===== src/rtl/pipe_register_if.sv =====
// Handshake bundle for pipe_register: input word plus stall/flush controls,
// with the last-stage word and occupancy count coming back.
interface pipe_register_if #(
    parameter int WIDTH = 64,
    parameter int DEPTH = 1
);
    localparam int CW = $clog2(DEPTH + 1);

    logic             in_valid;
    logic [WIDTH-1:0] in_data;
    logic             stall;
    logic             flush;
    logic             out_valid;
    logic [WIDTH-1:0] out_data;
    logic [CW-1:0]    count;

    modport master (
        output in_valid, in_data, stall, flush,
        input  out_valid, out_data, count
    );

    modport slave (
        input  in_valid, in_data, stall, flush,
        output out_valid, out_data, count
    );
endinterface


===== src/rtl/pipe_register.sv =====
// DEPTH-stage data+valid delay line with stall (hold), flush (bubble insert)
// and a registered count of stages currently holding a valid word.
module pipe_register #(
    parameter int               WIDTH     = 64,
    parameter int               DEPTH     = 1,
    parameter logic [WIDTH-1:0] RESET_VAL = '0
) (
    input logic            clk,
    input logic            reset,
    pipe_register_if.slave bus
);
    localparam int CW = $clog2(DEPTH + 1);

    if (DEPTH < 1) begin : g_depth_chk
        $error("pipe_register: DEPTH must be at least 1");
    end
    if (WIDTH < 1) begin : g_width_chk
        $error("pipe_register: WIDTH must be at least 1");
    end
    if ($bits(bus.in_data) != WIDTH) begin : g_bus_chk
        $error("pipe_register: interface WIDTH does not match module WIDTH");
    end

    logic [WIDTH-1:0] data_q [DEPTH];
    logic [DEPTH-1:0] valid_q;
    logic [CW-1:0]    count_q;

    // Reset and flush both leave the pipe full of invalid RESET_VAL bubbles.
    always_ff @(posedge clk or posedge reset) begin
        if (reset) begin
            for (int i = 0; i < DEPTH; i++) begin
                data_q[i] <= RESET_VAL;
            end
            valid_q <= '0;
            count_q <= '0;
        end else if (bus.flush) begin
            for (int i = 0; i < DEPTH; i++) begin
                data_q[i] <= RESET_VAL;
            end
            valid_q <= '0;
            count_q <= '0;
        end else if (!bus.stall) begin
            data_q[0]  <= bus.in_data;
            valid_q[0] <= bus.in_valid;
            for (int i = 1; i < DEPTH; i++) begin
                data_q[i]  <= data_q[i-1];
                valid_q[i] <= valid_q[i-1];
            end
            // Entering and leaving words can coincide; modular arithmetic nets them out.
            count_q <= count_q + CW'(bus.in_valid) - CW'(valid_q[DEPTH-1]);
        end
    end

    assign bus.out_valid = valid_q[DEPTH-1];
    assign bus.out_data  = data_q[DEPTH-1];
    assign bus.count     = count_q;
endmodule


===== src/flat_wrapper.sv =====
// flat-port wrapper written by rule: the top's interface ports become plain ports
module pipe_register_flat 
#(
    parameter int               WIDTH     = 64,
    parameter int               DEPTH     = 1,
    parameter logic [WIDTH-1:0] RESET_VAL = '0
)
  (clk, reset, bus_in_valid, bus_in_data, bus_stall, bus_flush, bus_out_valid, bus_out_data, bus_count);
  pipe_register_if #(.WIDTH(WIDTH), .DEPTH(DEPTH)) bus_i ();
  input logic clk;
  input logic reset;
  input wire logic [$bits(bus_i.in_valid)-1:0] bus_in_valid;
  input wire logic [$bits(bus_i.in_data)-1:0] bus_in_data;
  input wire logic [$bits(bus_i.stall)-1:0] bus_stall;
  input wire logic [$bits(bus_i.flush)-1:0] bus_flush;
  output wire logic [$bits(bus_i.out_valid)-1:0] bus_out_valid;
  output wire logic [$bits(bus_i.out_data)-1:0] bus_out_data;
  output wire logic [$bits(bus_i.count)-1:0] bus_count;
  assign bus_i.in_valid = bus_in_valid;
  assign bus_i.in_data = bus_in_data;
  assign bus_i.stall = bus_stall;
  assign bus_i.flush = bus_flush;
  assign bus_out_valid = bus_i.out_valid;
  assign bus_out_data = bus_i.out_data;
  assign bus_count = bus_i.count;
  pipe_register #(.WIDTH(WIDTH), .DEPTH(DEPTH), .RESET_VAL(RESET_VAL)) u_core (.clk(clk), .reset(reset), .bus(bus_i));
endmodule

===== config.mk =====
export PLATFORM = sky130hd
export DESIGN_NAME = pipe_register_flat
export DESIGN_NICKNAME = d
export VERILOG_FILES = /design/src/rtl/pipe_register_if.sv /design/src/rtl/pipe_register.sv /design/src/flat_wrapper.sv
export SDC_FILE = /design/constraint.sdc
export NUM_CORES = 1
export LEC_CHECK = 0
export ABC_AREA = 1
export ABC_CLOCK_PERIOD_IN_PS = 4000
export CORE_MARGIN = 4
export CORE_UTILIZATION = 40
export CTS_BUF_LIST = sky130_fd_sc_hd__clkbuf_2
export DETAILED_ROUTE_END_ITERATION = 8
export GPL_TIMING_DRIVEN = 0
export PLACE_DENSITY = 0.83
export SLEW_MARGIN = 20
export SYNTH_ARGS = -nofsm -noshare
export SYNTH_HDL_FRONTEND = slang
export SYNTH_SLANG_ARGS = --single-unit

===== constraint.sdc =====
create_clock -name clk -period 4 [get_ports clk]
set_clock_uncertainty 0.05 [all_clocks]
set_input_delay 0.6 -clock clk [delete_from_list [all_inputs] [get_ports clk]]
set_output_delay 0.6 -clock clk [all_outputs]
set_load 0.02 [all_outputs]

==> flow_results.xml <==
<?xml version="1.0" encoding="UTF-8"?>
<metrics>
  <group name="yosys">
    <metric name="post_synth_inst_count" unit="">162</metric>
    <metric name="syn_area" unit="µm²">2420</metric>
    <metric name="yosys_register_bits" unit="">66</metric>
    <metric name="syn-mean-instance-area" unit="µm²">14.9</metric>
    <metric name="synthesis.yosys.warnings" unit="">0</metric>
    <metric name="yosysTopAreaCellShare" unit="%">68.3</metric>
    <metric name="synth_seq_area_share" unit="%">68.3</metric>
    <metric name="yosys.cell_types.count" unit="">11</metric>
    <metric name="syn_nets" unit="">231</metric>
    <metric name="netlist_top_cells_area" unit="">sky130_fd_sc_hd__dfrtp_1 (68%), sky130_fd_sc_hd__a22o_1 (23%), sky130_fd_sc_hd__buf_6 (4.7%)</metric>
    <metric name="yosysTopAreaCell" unit="">sky130_fd_sc_hd__dfrtp_1</metric>
  </group>
  <group name="timing">
    <metric name="final-setup-viol-count" unit="">0</metric>
    <metric name="finalMaxSlewViolations" unit="">0</metric>
    <metric name="final_critical_path_setup_slack" unit="ns">1.86</metric>
    <metric name="finalCritPeriodShare" unit="%">53.6</metric>
    <metric name="setup_total_negative_slack" unit="ns">0</metric>
    <metric name="timing.slew.headroom" unit="%">71.7</metric>
    <metric name="worst_margin_slew" unit="ns">0.424</metric>
    <metric name="layout_min_cycle_time" unit="ns">2.14</metric>
    <metric name="rsz0062_at_grt" unit="">false</metric>
    <metric name="finalHoldViolCount" unit="">0</metric>
    <metric name="max_freq" unit="MHz">466</metric>
  </group>
  <group name="floorplan">
    <metric name="coreArea" unit="µm²">5890</metric>
    <metric name="dieHeight" unit="µm">85.8</metric>
    <metric name="design.portCount" unit="">135</metric>
    <metric name="fp.dieArea" unit="µm²">7350</metric>
    <metric name="initial_cell_density_of_the_core" unit="%">41.1</metric>
    <metric name="rows" unit="">28</metric>
    <metric name="dieWidth" unit="µm">85.8</metric>
  </group>
  <group name="clock_tree">
    <metric name="post-cts-setup-buffers" unit="">0</metric>
    <metric name="cts.sink_count" unit="">66</metric>
    <metric name="tritoncts" unit="">yes</metric>
    <metric name="cts_buffers" unit="">9</metric>
    <metric name="insertion_delay" unit="ns">0.44</metric>
    <metric name="ctsHtreeMaxLevel" unit="">3</metric>
    <metric name="cts_resized" unit="">0</metric>
    <metric name="cts_hold_buffers" unit="">0</metric>
    <metric name="buffer_levels_on_the_longest_clock_path" unit="">2</metric>
    <metric name="cts_root_buf" unit="">sky130_fd_sc_hd__clkbuf_2</metric>
    <metric name="clkTransAtPathRegs" unit="ns">0.19</metric>
  </group>
  <group name="placed_design">
    <metric name="port_buffers" unit="">134</metric>
    <metric name="dp_hpwl" unit="mm">4.89</metric>
    <metric name="finalWeightedCongestion" unit="">0.732</metric>
    <metric name="place_ws" unit="ns">2.08</metric>
    <metric name="dp_cells" unit="">372</metric>
  </group>
  <group name="worst_setup_path">
    <metric name="worst-path-max-fanout" unit="">4</metric>
    <metric name="worst_ep_arrival_time" unit="ns">1.49</metric>
    <metric name="crit_buf_inv" unit="">1</metric>
    <metric name="timing.critical_path.required" unit="ns">3.35</metric>
    <metric name="worstSetupStartpointType" unit="">register</metric>
    <metric name="timing.critical_path.cells" unit="">clkdlybuf4s50_1</metric>
    <metric name="endpoint_kind" unit="">output port</metric>
    <metric name="worst_setup_path_category" unit="">register to output port</metric>
    <metric name="cp_top_family" unit="">buffers and inverters</metric>
    <metric name="critical_path.max_stage_delay" unit="ns">0.63</metric>
    <metric name="critPathSlowestCell" unit="">sky130_fd_sc_hd__clkdlybuf4s50_1</metric>
  </group>
  <group name="run_status">
    <metric name="outcome" unit="">completed</metric>
  </group>
  <group name="detailed_routing">
    <metric name="starting_drc_count_in_detailed_routing" unit="">45</metric>
    <metric name="via_per_inst" unit="">5.01</metric>
    <metric name="drc" unit="">0</metric>
    <metric name="routed_wire_length_per_instance" unit="µm">17.0</metric>
    <metric name="drtAntennaViolNets" unit="">0</metric>
    <metric name="detailroute.via_count" unit="">1944</metric>
    <metric name="drt_wl_total" unit="mm">6.61</metric>
    <metric name="drt_pass1_iterations" unit="">4</metric>
  </group>
  <group name="power_and_ir_drop">
    <metric name="vdd_ir_drop_max" unit="mV">0.183</metric>
    <metric name="pwr_density_cell" unit="nW/µm²">360</metric>
    <metric name="power.leakage" unit="nW">1.82</metric>
    <metric name="power.total" unit="W">0.00144</metric>
  </group>
  <group name="final_layout">
    <metric name="antennaDiodeCount" unit="">0</metric>
    <metric name="final_layout_size_suffix_gt1_share" unit="%">10.2</metric>
    <metric name="final-instance-count-excl-fill" unit="">388</metric>
    <metric name="final_net_count" unit="">377</metric>
    <metric name="area_growth" unit="%">65.7</metric>
  </group>
  <group name="grt">
    <metric name="grt_start_max_net_pins" unit="">35</metric>
    <metric name="antenna_found_initial" unit="">0</metric>
    <metric name="wire_length_of_the_first_global_routing_pass" unit="mm">10.8</metric>
    <metric name="first_global_vias" unit="">2093</metric>
    <metric name="grt_util_all_layers" unit="%">19.0</metric>
    <metric name="gr-total-overflow" unit="">0</metric>
  </group>
  <group name="flow_run">
    <metric name="number_of_maximum_capacitance_constraint_violations" unit="">0</metric>
  </group>
  <group name="min_path">
    <metric name="holdCritPathClass" unit="">primary input to asynchronous set/reset pin</metric>
  </group>
</metrics>
[final timing paths]
path / start / end / slack (ns) / cells past startpoint
worst min register to register: u_core.bus.out_data[11] / u_core.bus.out_data[11] / 0.47 / 1
worst max register to register: u_core.bus.out_valid / u_core.bus.count / 3.04 / 6
min in group clk: u_core.bus.out_data[11] / u_core.bus.out_data[11] / 0.47 / 1
worst min-delay path: reset / u_core.bus.out_data[37] / 0.41 / 2
worst max-delay path: u_core.bus.count / bus_count / 1.86 / 1
max in group asynchronous: reset / u_core.bus.out_data[54] / 2.96 / 3
[layer usage]
layer,routed length [µm],track usage [%]
met3,449,4.61
met2,3070,28.7
met5,0,0
met4,147,8.20
met1,2940,26.2
[Yosys cell counts]
cell and instances:
sky130_fd_sc_hd__dfrtp_1 66, sky130_fd_sc_hd__nand2_1 8, sky130_fd_sc_hd__nand3_1 2, sky130_fd_sc_hd__buf_6 10, sky130_fd_sc_hd__inv_1 5, sky130_fd_sc_hd__nor2_1 1, sky130_fd_sc_hd__a22o_1 64, sky130_fd_sc_hd__buf_2 3
sky130_fd_sc_hd__inv_2 1, sky130_fd_sc_hd__buf_4 1, sky130_fd_sc_hd__o21ai_0 1
[cell families after synthesis]
logic type	share of synthesized area, %
flops	68.3
compound gates	23.4
buf+inv	6.52
simple gates	1.81
[cells in the final DEF (no fill, tap or decap), drive strengths merged]
master         synthesis  layout
a22o                  64      64
buf                   14      15
bufinv                 0       2
clkbuf                 0      10
clkdlybuf4s50          0     134
clkinv                 0       3
clkinvlp               0       1
dfrtp                 66      66
inv                    6       6
nand2                  8       8
nand3                  2       2
nor2                   1       1
o21ai                  1       1
[where the power goes]
part	leakage [nW]	internal [W]	switching, W
combinational	0.858	0.000163	0.000123
sequential	0.878	0.000705	0.0000226
clock	0.0793	0.000206	0.000224
[registers in the layout (all words and copies together), names as in the netlist]
| signal | flops |
|---|---|
| u_core.bus.count | 1 |
| u_core.bus.out_valid | 1 |
| u_core.bus.out_data | 64 |
[layout make-up]
type | instances | area [µm²]
repair buffers | 135 | 1360
multi-input cells | 76 | 609
clock buffers | 10 | 50.0
inverters | 6 | 25.0
fillers | 466 | 1880
clock inverters | 6 | 81.3
plain buffers | 14 | 135
flip-flops and latches | 66 | 1650
well taps | 75 | 93.8
[per-stage QoR]
step | hold slack (ns) | util [%] | instance area, µm²
floorplan | 0.561 | - | 2420
detailed placement | 0.432 | 65.9 | 3880
finish | 0.414 | 68.1 | 4010
global placement | 0.431 | 65.5 | 3850
CTS | 0.385 | 68.1 | 4010
global route | 0.397 | 68.1 | 4010
(Power assumes the default switching activity.)
